## src/rtl/decode_stage.sv

```systemverilog
// decode_stage: single-entry pipeline register that decodes one instruction.
//   clk, reset                      : clock, synchronous active-high reset
//   ibus, in_valid / in_ready       : upstream instruction handshake
//   flush                           : drop the held and the offered instruction
//   out_valid / out_ready           : downstream handshake for the decoded result
//   ibus_q, SID, ImmID, CinID,
//   SWID, LWID, illegal             : registered instruction and decode fields
//   dec_count, ill_count            : accepted (wrapping) and illegal (saturating) counters
module decode_stage #(
  parameter int unsigned WIDTH = 32,
  parameter int unsigned OPW   = 6,
  parameter int unsigned FNW   = 6,
  parameter int unsigned CNT_W = 16
) (
  input  logic             clk,
  input  logic             reset,
  input  logic [WIDTH-1:0] ibus,
  input  logic             in_valid,
  output logic             in_ready,
  input  logic             flush,
  output logic             out_valid,
  input  logic             out_ready,
  output logic [WIDTH-1:0] ibus_q,
  output logic [2:0]       SID,
  output logic             ImmID,
  output logic             CinID,
  output logic             SWID,
  output logic             LWID,
  output logic             illegal,
  output logic [CNT_W-1:0] dec_count,
  output logic [CNT_W-1:0] ill_count
);

  // Opcode and function codes, zero-extended when the fields are wider than 6 bits
  localparam logic [OPW-1:0] OP_R    = '0;
  localparam logic [OPW-1:0] OP_ADDI = OPW'(6'b000011);
  localparam logic [OPW-1:0] OP_SUBI = OPW'(6'b000010);
  localparam logic [OPW-1:0] OP_XORI = OPW'(6'b000001);
  localparam logic [OPW-1:0] OP_ANDI = OPW'(6'b001111);
  localparam logic [OPW-1:0] OP_ORI  = OPW'(6'b001100);
  localparam logic [OPW-1:0] OP_LW   = OPW'(6'b011110);
  localparam logic [OPW-1:0] OP_SW   = OPW'(6'b011111);

  localparam logic [FNW-1:0] FN_ADD  = FNW'(6'b000011);
  localparam logic [FNW-1:0] FN_SUB  = FNW'(6'b000010);
  localparam logic [FNW-1:0] FN_XOR  = FNW'(6'b000001);
  localparam logic [FNW-1:0] FN_AND  = FNW'(6'b000111);
  localparam logic [FNW-1:0] FN_OR   = FNW'(6'b000100);

  localparam logic [CNT_W-1:0] CNT_MAX = '1;

  logic [OPW-1:0] opcode;
  logic [FNW-1:0] funct;
  logic           accept;

  logic [2:0]       sid_c;
  logic             imm_c, cin_c, sw_c, lw_c, ill_c;

  logic             valid_q,   valid_d;
  logic [WIDTH-1:0] ibus_q_q,  ibus_q_d;
  logic [2:0]       sid_q,     sid_d;
  logic             imm_q,     imm_d;
  logic             cin_q,     cin_d;
  logic             sw_q,      sw_d;
  logic             lw_q,      lw_d;
  logic             ill_q,     ill_d;
  logic [CNT_W-1:0] dec_cnt_q, dec_cnt_d;
  logic [CNT_W-1:0] ill_cnt_q, ill_cnt_d;

  assign opcode   = ibus[WIDTH-1 -: OPW];
  assign funct    = ibus[FNW-1:0];
  // Ready depends only on the output side so flush never gates the upstream handshake
  assign in_ready = !valid_q || out_ready;
  assign accept   = in_valid && in_ready && !flush;

  // Instruction decode table; anything unlisted is illegal with all controls cleared
  always_comb begin
    sid_c = 3'b000;
    imm_c = 1'b0;
    cin_c = 1'b0;
    sw_c  = 1'b0;
    lw_c  = 1'b0;
    ill_c = 1'b0;
    case (opcode)
      OP_ADDI: begin sid_c = 3'b010; imm_c = 1'b1; end
      OP_SUBI: begin sid_c = 3'b011; imm_c = 1'b1; cin_c = 1'b1; end
      OP_XORI: begin sid_c = 3'b000; imm_c = 1'b1; end
      OP_ANDI: begin sid_c = 3'b110; imm_c = 1'b1; end
      OP_ORI:  begin sid_c = 3'b100; imm_c = 1'b1; end
      OP_LW:   begin sid_c = 3'b101; imm_c = 1'b1; lw_c = 1'b1; end
      OP_SW:   begin sid_c = 3'b101; imm_c = 1'b1; sw_c = 1'b1; end
      OP_R: begin
        case (funct)
          FN_ADD:  sid_c = 3'b010;
          FN_SUB:  begin sid_c = 3'b011; cin_c = 1'b1; end
          FN_XOR:  sid_c = 3'b000;
          FN_AND:  sid_c = 3'b110;
          FN_OR:   sid_c = 3'b100;
          default: ill_c = 1'b1;
        endcase
      end
      default: ill_c = 1'b1;
    endcase
  end

  // Next-state: flush beats acceptance, acceptance beats a plain drain
  always_comb begin
    valid_d   = valid_q;
    ibus_q_d  = ibus_q_q;
    sid_d     = sid_q;
    imm_d     = imm_q;
    cin_d     = cin_q;
    sw_d      = sw_q;
    lw_d      = lw_q;
    ill_d     = ill_q;
    dec_cnt_d = dec_cnt_q;
    ill_cnt_d = ill_cnt_q;
    if (flush) begin
      valid_d = 1'b0;
    end else if (accept) begin
      valid_d   = 1'b1;
      ibus_q_d  = ibus;
      sid_d     = sid_c;
      imm_d     = imm_c;
      cin_d     = cin_c;
      sw_d      = sw_c;
      lw_d      = lw_c;
      ill_d     = ill_c;
      dec_cnt_d = dec_cnt_q + CNT_W'(1);
      if (ill_c && (ill_cnt_q != CNT_MAX)) begin
        ill_cnt_d = ill_cnt_q + CNT_W'(1);
      end
    end else if (out_ready) begin
      valid_d = 1'b0;
    end
  end

  // State registers with synchronous reset
  always_ff @(posedge clk) begin
    if (reset) begin
      valid_q   <= 1'b0;
      ibus_q_q  <= '0;
      sid_q     <= 3'b000;
      imm_q     <= 1'b0;
      cin_q     <= 1'b0;
      sw_q      <= 1'b0;
      lw_q      <= 1'b0;
      ill_q     <= 1'b0;
      dec_cnt_q <= '0;
      ill_cnt_q <= '0;
    end else begin
      valid_q   <= valid_d;
      ibus_q_q  <= ibus_q_d;
      sid_q     <= sid_d;
      imm_q     <= imm_d;
      cin_q     <= cin_d;
      sw_q      <= sw_d;
      lw_q      <= lw_d;
      ill_q     <= ill_d;
      dec_cnt_q <= dec_cnt_d;
      ill_cnt_q <= ill_cnt_d;
    end
  end

  assign out_valid = valid_q;
  assign ibus_q    = ibus_q_q;
  assign SID       = sid_q;
  assign ImmID     = imm_q;
  assign CinID     = cin_q;
  assign SWID      = sw_q;
  assign LWID      = lw_q;
  assign illegal   = ill_q;
  assign dec_count = dec_cnt_q;
  assign ill_count = ill_cnt_q;

endmodule

```

## config.mk

```make
export PLATFORM = sky130hd
export DESIGN_NAME = decode_stage
export DESIGN_NICKNAME = d
export VERILOG_FILES = /design/src/rtl/decode_stage.sv
export SDC_FILE = /design/constraint.sdc
export NUM_CORES = 1
export LEC_CHECK = 0
export BUFFER_PORTS_ARGS = -buffer_cell sky130_fd_sc_hd__buf_2
export CAP_MARGIN = 20
export CORE_ASPECT_RATIO = 0.8
export CORE_MARGIN = 1
export CORE_UTILIZATION = 30
export DETAILED_ROUTE_END_ITERATION = 10
export PLACE_DENSITY = 0.53
export SYNTH_ARGS = -nofsm -noshare
export SYNTH_HDL_FRONTEND = slang
export SYNTH_SLANG_ARGS = --single-unit
```

## constraint.sdc

```tcl
create_clock -name clk -period 1.85 [get_ports clk]
set_clock_uncertainty 0.2 [all_clocks]
set_input_delay 0.2775 -clock clk [delete_from_list [all_inputs] [get_ports clk]]
set_output_delay 0.2775 -clock clk [all_outputs]
set_load 0.01 [all_outputs]
```

==> reports/qor.yml <==
grt_max_degree: 43
path_class: "reg -> reg"
drt-initial-drc-count: 253
cp_cell_sequence: "and3_4, nand3_4, or3_4, or4_4, a21oi_2"
yosys_register_bits: 73
slew_headroom_pct: 65.84
worstPathRequired_ns: 1.91
io_pins: 111
grtUsageMet3_pct: 5.254
maxCapViolations: 0
p_per_area_mw_per_mm2: 751.2
min_path_cells: 3
top_usage_layer: "met2"
dp.cells: 683
core.rowCount: 33
r2r_slack_ns: -0.07
clockBufferDepth: 2
critPathBufInv: 0
r2r_cells: 5
async_flop_share_pct: 0
htreeDepth: 3
min_path_type: "in -> reg"
place_congestion: 0.8086
fin_crit_ns: 1.921
yosys_warnings: 0
initial_core_util_pct: 31.10
synth_edf_count: 0
violations: "setup timing"
areaGrowthSynthToFinish_pct: 56.13
synthTopCellsByArea: "dfxtp_1, nand2_1, a21oi_1"
cts_tree: "yes"
ys.flop_type: "dfxtp_1"
final_util_pct: 48.56
fin_cells: 729
wl_um: 9180
first_pass_iters: 4
dp_slack_ns: -0.3927
slowest_delay_ns: 0.49
die_w_um: 117.9
core_mm2: 0.01036
vias: 3426
worst-path-stages: 5
period_share_pct: 103.8
gr-total-overflow: 0
antenna_found_initial: 0
met2_usage_pct: 24.71
cts_made_buffers: 9
critPathTopFamily: "simple AND/OR/NAND/NOR gates"
critPathSlowestCell: "or4_4"
avgSynthCellArea_um2: 8.139
nFillCells: 1029
grt_usage_pct: 16.20
synthDominantCellAreaShare_pct: 45.34
setup_violations: 5
dpl_cell_area_mm2: 0.004302
netlist_area_mm2: 0.003223
insertion_delay_ns: 0.32
rsz0062_at_grt: "yes"
n_antenna_cell: 0
status: "finished, violations left"
worst_pin_slew_ns: 0.4994
slew_viol_final: 0
die_h_um: 94.71
ant_nets: 0
drc: 0
hpwl_um: 6422
ys_seq_area_share_pct: 45.34
path_max_fanout: 4
fin_area_mm2: 0.005032
ctsRootBufferMaster: "clkbuf_16"
ir_drop_uv: 619.5
clock_sinks: 73
cp-start-kind: "flip-flop"
grt_pass1_vias: 3059
num-nets-final: 624
drive_gt1_share_pct: 38.37
power_leakage_uw: 0.002223
synth_fp_nets: 435
yosysMostFrequentCell: "nand2_1"
grt_first_pass_wirelength_um: 14510
synth_cell_types: 50
numPortBuffers: 110
dieArea_mm2: 0.01116
endpoint_kind: "flip-flop"
yosysTopAreaCell: "dfxtp_1"
grt_use_met1_pct: 21.94
wl_per_cell_um: 12.59
fin_ws_ns: -0.07118
hold_viol: 0
path_clk_slew_ns: 0.05
fmax_mhz: 520.5
synth_top_cells_by_count: "nand2_1, dfxtp_1, a21oi_1"
critPathArrivalTime_ns: 1.98
viasPerCell: 4.700
netlist_instances: 396
kinds of logic after synthesis:
kind of cell / Yosys count / synth area share [%]
and+or+nand+nor: 188 / 27.52
xor gates and xnor gates: 18 / 4.891
AOI/OAI and AO/OA: 84 / 15.72
buffers and inverters: 29 / 5.085
muxes: 2 / 0.6599
adders and majority gates: 2 / 0.7763
DFF: 73 / 45.34
per-layer routing:
layer  vias up  part of all wire (%)
met5         -                     0
met4         0                  0.98
met3        11                   5.1
met2        85                    45
met1      1588                    49
li1       1742                     -
stage by stage:
stage                     TNS [ns]  hold WS, ns  power [µW]
after floorplan            -0.5205       0.1503        1856
after global placement      -4.497       0.2397        2029
after detailed placement    -4.972       0.2435        2034
after CTS                  -0.1617    0.0005226        3826
after global routing       -0.6529      0.01866        3945
final                      -0.1917      0.01790        3780
what timing repair did:
item,4_1_cts,5_1_grt
endpoints found under the setup margin,7,24
resized for setup,12,19
pin swaps,4,6
gates cloned,0,0
hold buffers,23,0
buffers inserted,5,3
endpoints found under the hold margin,22,0
tightest hold or removal path: stages:
cell and delay [ns]:
buf_2 0.11, nand2_1 0.05, a21oi_1 0.05
cells in the final DEF (no fill, tap or decap), drive strengths merged, types with 3 or more instances in the layout:
cell type	count
inv	6
nor2b	5
clkbuf	12
nand3	14
o21ai	15
xor2	12
and4	3
and3	3
nor2	34
or4	5
xnor2	6
nand4	8
nor3	8
or2	3
a21oi	51
dfxtp	73
buf	178
dlygate4sd3	23
nand2	86
nor4	5
or3	8
where the power goes:
| group | internal (µW) | switching [µW] | leakage [µW] |
|---|---|---|---|
| Combinational | 203 | 217 | 0.00148 |
| Clock | 1110 | 618 | 0.000148 |
| Sequential | 1610 | 22.9 | 0.000597 |
flip-flops by register name (all words and copies together) (netlist names):
name,cells
CinID,1
ImmID,1
LWID,1
SID,3
SWID,1
dec_count,16
ibus_q,32
ill_count,16
illegal,1
out_valid,1
worst paths after layout:
kind / from / to
worst max-delay path: ill_count[1] / ill_count[13]
worst max register to register: ill_count[1] / ill_count[13]
worst min-delay path: ibus[5] / ibus_q[5]
worst min register to register: ibus_q[14] / ibus_q[14]
layout make-up:
| class | count | area (µm²) | area share [%] |
|---|---|---|---|
| Timing Repair Buffer | 201 | 1338 | 26.58 |
| Sequential cell | 73 | 1476 | 29.34 |
| Clock inverter | 3 | 40.04 | 0.7956 |
| Inverter | 6 | 22.52 | 0.4475 |
| Tap cell | 140 | 175.2 | 3.481 |
| Clock buffer | 12 | 256.5 | 5.097 |
| Multi-Input combinational cell | 294 | 1724 | 34.26 |
Note: power is estimated with default switching activity, not from simulation.
